[src/rtl/muldiv_ctrl.sv]
// EX-stage multiply/divide sequencer: launches the external multiplier/divider,
// freezes the pipeline until the result lands, and owns the HI/LO registers.
module muldiv_ctrl #(
  parameter int unsigned MUL_LAT = 2
) (
  input  logic        clk,
  input  logic        rst,
  input  logic        op_valid,
  input  logic [2:0]  op,
  input  logic [31:0] src1,
  input  logic [31:0] src2,
  input  logic        flush,
  output logic        stallreq,
  output logic        busy,
  output logic [31:0] hi,
  output logic [31:0] lo,
  output logic        mul_signed,
  output logic [31:0] mul_a,
  output logic [31:0] mul_b,
  input  logic [63:0] mul_result,
  output logic        div_start,
  output logic        div_signed,
  output logic [31:0] div_op1,
  output logic [31:0] div_op2,
  output logic        div_annul,
  input  logic        div_ready,
  input  logic [63:0] div_result
);

  typedef enum logic [1:0] {S_IDLE, S_MUL, S_DIV, S_DONE} state_e;

  localparam logic [2:0] OP_MULT  = 3'b000;
  localparam logic [2:0] OP_MULTU = 3'b001;
  localparam logic [2:0] OP_DIV   = 3'b010;
  localparam logic [2:0] OP_DIVU  = 3'b011;
  localparam logic [2:0] OP_MTHI  = 3'b100;
  localparam logic [2:0] OP_MTLO  = 3'b101;

  state_e      state_q, state_d;
  logic [3:0]  cnt_q, cnt_d;
  logic [31:0] hi_q, hi_d;
  logic [31:0] lo_q, lo_d;
  logic        busy_q, busy_d;
  logic        start_c;
  logic        is_mul, is_div, live;

  assign is_mul = (op == OP_MULT) || (op == OP_MULTU);
  assign is_div = (op == OP_DIV)  || (op == OP_DIVU);
  // Reset also silences every combinational output, so a divider sharing rst sees no annul.
  assign live   = !rst;

  // NOTE: every signal gets its default first so no path through the case infers a latch.
  always_comb begin
    state_d = state_q;
    cnt_d   = cnt_q;
    hi_d    = hi_q;
    lo_d    = lo_q;
    start_c = 1'b0;
    if (flush) begin
      state_d = S_IDLE;
    end else begin
      unique case (state_q)
        S_IDLE: begin
          if (op_valid) begin
            if (is_mul) begin
              state_d = S_MUL;
              cnt_d   = 4'(MUL_LAT);
            end else if (is_div) begin
              if (src2 != 32'd0) begin
                state_d = S_DIV;
                start_c = 1'b1;
              end else begin
                state_d = S_DONE;
              end
            end else if (op == OP_MTHI) begin
              hi_d = src1;
            end else if (op == OP_MTLO) begin
              lo_d = src1;
            end
          end
        end
        S_MUL: begin
          cnt_d = cnt_q - 4'd1;
          if (cnt_q == 4'd1) begin
            {hi_d, lo_d} = mul_result;
            state_d      = S_DONE;
          end
        end
        S_DIV: begin
          if (div_ready) begin
            hi_d    = div_result[63:32];
            lo_d    = div_result[31:0];
            state_d = S_DONE;
          end else begin
            start_c = 1'b1;
          end
        end
        S_DONE:  state_d = S_IDLE;
        default: state_d = S_IDLE;
      endcase
    end
    busy_d = (state_d != S_IDLE);
  end

  // NOTE: sequential state uses non-blocking assignments only, so every flop samples pre-edge values.
  always_ff @(posedge clk) begin
    if (rst) begin
      state_q <= S_IDLE;
      cnt_q   <= 4'd0;
      hi_q    <= 32'd0;
      lo_q    <= 32'd0;
      busy_q  <= 1'b0;
    end else begin
      state_q <= state_d;
      cnt_q   <= cnt_d;
      hi_q    <= hi_d;
      lo_q    <= lo_d;
      busy_q  <= busy_d;
    end
  end

  assign stallreq   = live && ((state_q == S_IDLE && op_valid && (is_mul || is_div) && !flush)
                               || state_q == S_MUL || state_q == S_DIV);
  assign busy       = busy_q;
  assign hi         = hi_q;
  assign lo         = lo_q;
  assign mul_signed = live && (op == OP_MULT);
  assign mul_a      = (live && is_mul) ? src1 : 32'd0;
  assign mul_b      = (live && is_mul) ? src2 : 32'd0;
  assign div_start  = live && start_c;
  assign div_signed = live && (op == OP_DIV);
  assign div_op1    = div_start ? src1 : 32'd0;
  assign div_op2    = div_start ? src2 : 32'd0;
  assign div_annul  = live && flush && (state_q == S_DIV);

endmodule

[config.mk]
export PLATFORM = sky130hd
export DESIGN_NAME = muldiv_ctrl
export DESIGN_NICKNAME = d
export VERILOG_FILES = /design/src/rtl/muldiv_ctrl.sv
export SDC_FILE = /design/constraint.sdc
export NUM_CORES = 1
export LEC_CHECK = 0
export CAP_MARGIN = 10
export CORE_AREA = 4 4 153 155
export DETAILED_ROUTE_END_ITERATION = 8
export DIE_AREA = 0 0 157 159
export GPL_ROUTABILITY_DRIVEN = 0
export HOLD_SLACK_MARGIN = 0.15
export SLEW_MARGIN = 20
export SYNTH_ARGS = -nofsm -noshare
export SYNTH_HDL_FRONTEND = slang
export SYNTH_SLANG_ARGS = --single-unit
[constraint.sdc]
create_clock -name clk -period 2.5 [get_ports clk]
set_input_delay 0.5 -clock clk [delete_from_list [all_inputs] [get_ports clk]]
set_output_delay 0.5 -clock clk [all_outputs]
set_load 0.01 [all_outputs]
Word level (Yosys, flattened, before mapping)
Index checks and enable logic that the tools add are counted.

Flip-flop bits (word level): 71. Bits in latches: 0. Memory bits (writable): 0. ROM bits: 0. Input port bits: 200. Output and inout port bits: 198. Word-level logic and storage cells: 88. Memories: 0.

Add/sub/neg operators: 1. $mul: 0. Divide/modulo/power cells: 0. $lt $le $gt $ge: 0. Eq/ne operators: 18. Shift-type cells: 0. Muxes and demuxes: 37. Bitwise operators: 1. Reductions and logical operators: 26.

Operators by type and width (count): 32-bit 2-to-1 mux (17); 32-bit one-hot mux with 3 select lines (2); 32-bit nonzero test (1); 2-bit != test (second input constant) (9); 2-bit 2-to-1 mux (6); 1-bit logical AND (10); 9-bit AND reduction (1); 4-bit 2-to-1 mux (2); 2-bit one-hot mux with 4 select lines (1); 4-bit one-hot mux with 2 select lines (1); 8-bit AND reduction (1); 1-bit 2-to-1 mux (7); 3-bit by 2-bit equality test with 1-bit output (second input constant) (2); 3-bit equality test (second input constant) (2); 1-bit logical OR (5); 2-bit equality test (second input constant) (2); 4-bit by 1-bit equality test with 1-bit output (second input constant) (1); 4-bit AND reduction (1); 2-bit nonzero test (2); 4-bit by 1-bit subtractor with 4-bit output (second input constant) (1); 3-bit by 1-bit equality test with 1-bit output (second input constant) (1); 3-bit logical NOT (1); 3-bit nonzero test (1); 2-bit by 1-bit equality test with 1-bit output (second input constant) (1); 4 further kinds (5).

Logic depth before layout (Yosys ltp)
Word-level depth: 9. Gate-level depth with buffers: 8.

Worst setup path after synthesis
OpenSTA, ideal clock, no wires.

Path kind: input to output. Start point: input src2[17]. End point: output div_op1[13]. Data arrival time: 1.495 ns. Required time: 2.000 ns. Path slack: 0.505 ns. Stages on the path: 6. Path through: nor4_1 > nand4_1 > o211ai_2 > buf_4 > buf_6 > a21boi_2.

Word-level cells in the longest chain between the ends: 9.

Ends and longest elaborated chain: start, declared (line 11) `input logic [31:0] src2,`; 32-bit nonzero test (line 69) `if (src2 != 32'd0) begin`; 1-bit 2-to-1 mux (line 69); 1-bit 2-to-1 mux (line 68) `end else if (is_div) begin`; 1-bit 2-to-1 mux (line 65) `if (is_mul) begin`; 1-bit 2-to-1 mux (line 64) `if (op_valid) begin`; 1-bit one-hot mux with 2 select lines (line 62) `unique case (state_q)`; 1-bit 2-to-1 mux (line 59) `if (flush) begin`; 1-bit logical AND (line 130) `assign div_start = live && start_c;`; 32-bit 2-to-1 mux (line 132) `assign div_op1 = div_start ? src1 : 32'd0;`; end, declared (line 23) `output logic [31:0] div_op1,`.

No other way between the ends.

Worst setup path in the final report
Start point: input src2[21]. End point: output div_op2[11].

Word-level cells in the longest chain between the ends: 9.

Ends and longest elaborated chain: 32-bit nonzero test (line 69); 1-bit 2-to-1 mux (line 69); 1-bit 2-to-1 mux (line 68); 1-bit 2-to-1 mux (line 65); 1-bit 2-to-1 mux (line 64); 1-bit one-hot mux with 2 select lines (line 62); 1-bit 2-to-1 mux (line 59); 1-bit logical AND (line 130); 32-bit 2-to-1 mux (line 133) `assign div_op2 = div_start ? src2 : 32'd0;`; end, declared (line 24) `output logic [31:0] div_op2,`.

No other way between the ends.

==> metrics.md <==
| Metric | Value |
|---|---|
| Final non-filler cell total | `1472` |
| RSZ-0062 raised after global routing | `true` |
| Root Driver | `clkbuf_16` |
| Final Cycle Share | `103.5%` |
| H-tree depth | `3` |
| Power Total | `4.218 mW` |
| Synth area leader | `dfxtp_1` |
| Max_cap viols | `0` |
| Commonest non-fill, non-tap cells in the layout | `clkdlybuf4s50_1 (229), dfxtp_1 (71), buf_2 (71)` |
| Worst slew pin tran | `0.8193 ns` |
| Synthesized area per cell | `7.413 um2` |
| Die area | `24960 um2` |
| Post-Place Setup Slack | `-0.9024 ns` |
| Sequential area share after synthesis | `24.55%` |
| Primary FF master, synth | `dfxtp_1` |
| Slew Limit Fails | `0` |
| Fillers | `2183` |
| Clock skew | `0.007991 ns` |
| DRT iter0 DRCs | `321` |
| Mapped Area | `5789 um2` |
| Row count | `54` |
| Final nets | `1394` |
| HP Class | `reg2reg` |
| Yosys cell types | `47` |
| Vias | `7288` |
| Commonest non-fill, non-tap cell in the layout | `clkdlybuf4s50_1` |
| Buffers on Ports | `397` |
| Crit-path max FO | `6` |
| Mapped Cells | `781` |
| Ys async rst share | `0%` |
| Slew Limit Headroom | `45.38%` |
| CTS tree | `done` |
| Hold_buf cts | `0` |
| Final worst slack | `-0.08640 ns` |
| Hold WS | `0.4957 ns` |
| Antenna Cells | `0` |
| Final Critical Period | `2.586 ns` |
| Failing checks | `negative setup slack` |
| Die height | `159 um` |
| Post-detail-place hpwl | `21.63 mm` |
| VDD IR-drop max | `0.0003166 V` |
| Final hold vios | `0` |
| Sinks on the clock net | `71` |
| Worst-skew pair later-pin latency | `0.34 ns` |
| Cells after DPL | `1436` |
| Total track usage | `22.34%` |
| First-pass GRT wire length | `43.93 mm` |
| EDFF count, synth | `0` |
| Layout cells sized above 1 | `23.74%` |
| Number of I/O pins | `398` |
| Grt ovf | `0` |
| Power density over cell area | `382.5 nW/um2` |
| Vias in the first global route | `7358` |
| Top cells by area, synth | `dfxtp_1 (25%), a211oi_1 (8.4%), a22oi_1 (8.3%), a21boi_2 (7.8%), and2_1 (7.1%)` |
| Number of antenna violations at the first check in global routing | `0` |
| Initial Utilization | `26.53%` |
| Crit path DAT | `2.09 ns` |
| Crit. End Element | `primary output` |
| CTS Buf Count | `9` |
| Syn nets | `988` |
| Final ANT Viol Nets | `0` |
| Share of the synthesized area in the top cell type | `24.55%` |
| Post-DR vias/cell | `4.951` |
| Count of final setup violators | `20` |
| DRC Markers | `0` |
| Warning count from the yosys run | `0` |
| Post-Route Setup TNS | `-0.5307 ns` |
| WL final | `29.40 mm` |
| Max Buffers Root-to-Sink | `2` |
| Core footprint | `21820 um2` |
| Crit Path Class | `in2out` |
| Chip Width | `157 um` |
| Pin count of the biggest net entering global routing | `79` |
| Fmax | `386.6 MHz` |
| FF+latch count, synth | `71` |
| Wire per inst | `19.98 um` |
| Setup crit start kind | `input pin` |
| Area Overhead vs Synth | `90.47%` |
| Drt pass-1 iters | `4` |
| Status | `complete, but fails checks` |
| Lkg Pwr | `5.491 nW` |
| Crit path required time | `2.00 ns` |
| Worst-path clk slew | `0.05 ns` |
==> per-layer routing <==
layer / GRT usage (%) / vias up / share of wire [%]
li1: - / 3633 / -
met1: 27.58 / 3369 / 42
met2: 39.07 / 251 / 50
met5: 0 / - / 0
met4: 4.655 / 0 / 1.9
met3: 5.708 / 35 / 6.7
==> report_power, final <==
part	internal [mW]	leakage, nW	switching, mW
logic	0.734	4.74	0.744
registers	1.19	0.575	0.0237
clock network	1.03	0.176	0.502
==> kinds of logic after synthesis <==
family                     count (synthesis)  synth area share (%)
adders and majority gates                  7                 1.513
AOI/OAI and AO/OA                        276                 35.66
buffers and inverters                     93                 7.845
and+or+nand+nor                          334                 30.43
DFF                                       71                 24.55
==> state kept, by name, indices dropped and copies added, names as in the netlist <==
signal and flops:
hi 32, lo 32, cnt_q 4, state_q 2, busy 1
==> final cells by class <==
class | instances | area, um2 | area share (%)
clock buffer | 11 | 252.7 | 2.292
multi-input combinational | 617 | 4172 | 37.83
sequential | 71 | 1421 | 12.89
clock inverter | 5 | 103.9 | 0.9418
tap | 280 | 350.3 | 3.177
inverter | 6 | 22.52 | 0.2042
timing repair buffer | 482 | 4705 | 42.66
==> final timing paths <==
check,slack [ns],cells past startpoint,end,from
worst max register to register,0.42,8,lo[17],state_q[0]
worst min-delay path,0.50,2,cnt_q[0],cnt_q[0]
worst max-delay path,-0.09,9,div_op2[11],src2[21]
worst min register to register,0.50,2,cnt_q[0],cnt_q[0]
==> stage by stage <==
stage          instance area (um2)  util (%)
5_1_grt                      11030     50.53
4_1_cts                      10700     49.01
3_3_place_gp                 10390     47.60
2_1_floorplan                 5789         -
6_report                     11030     50.53
3_5_place_dp                 10390     47.60
==> repair_timing <==
item,4_1_cts,5_1_grt
pin swaps,17,12
endpoints found under the setup margin,133,129
buffers inserted,12,7
gates cloned,4,2
gates resized for setup,398,141
==> critical path: stages <==
cell and delay (ns):
buf_2 0.12, nor4_4 0.28, nand4_1 0.22, o211ai_4 0.34
buf_8 0.20, buf_12 0.14, buf_6 0.10, a21boi_2 0.04
buf_2 0.14
==> Yosys cell counts, types with 3 or more instances <==
cell and instances:
inv_1 6, a21boi_2 40, nand2b_1 3, nor4_1 9
a21boi_1 19, a211oi_1 65, ha_1 7, dfxtp_1 71
nand3_1 65, a21boi_0 5, nand3b_1 3, clkbuf_1 49
buf_2 21, buf_1 6, nand2_1 71, nor2_1 37
a22oi_1 64, and2_1 66, o21ai_0 68, nor2b_1 65
buf_6 10
Note: power is estimated with default switching activity, not from simulation.
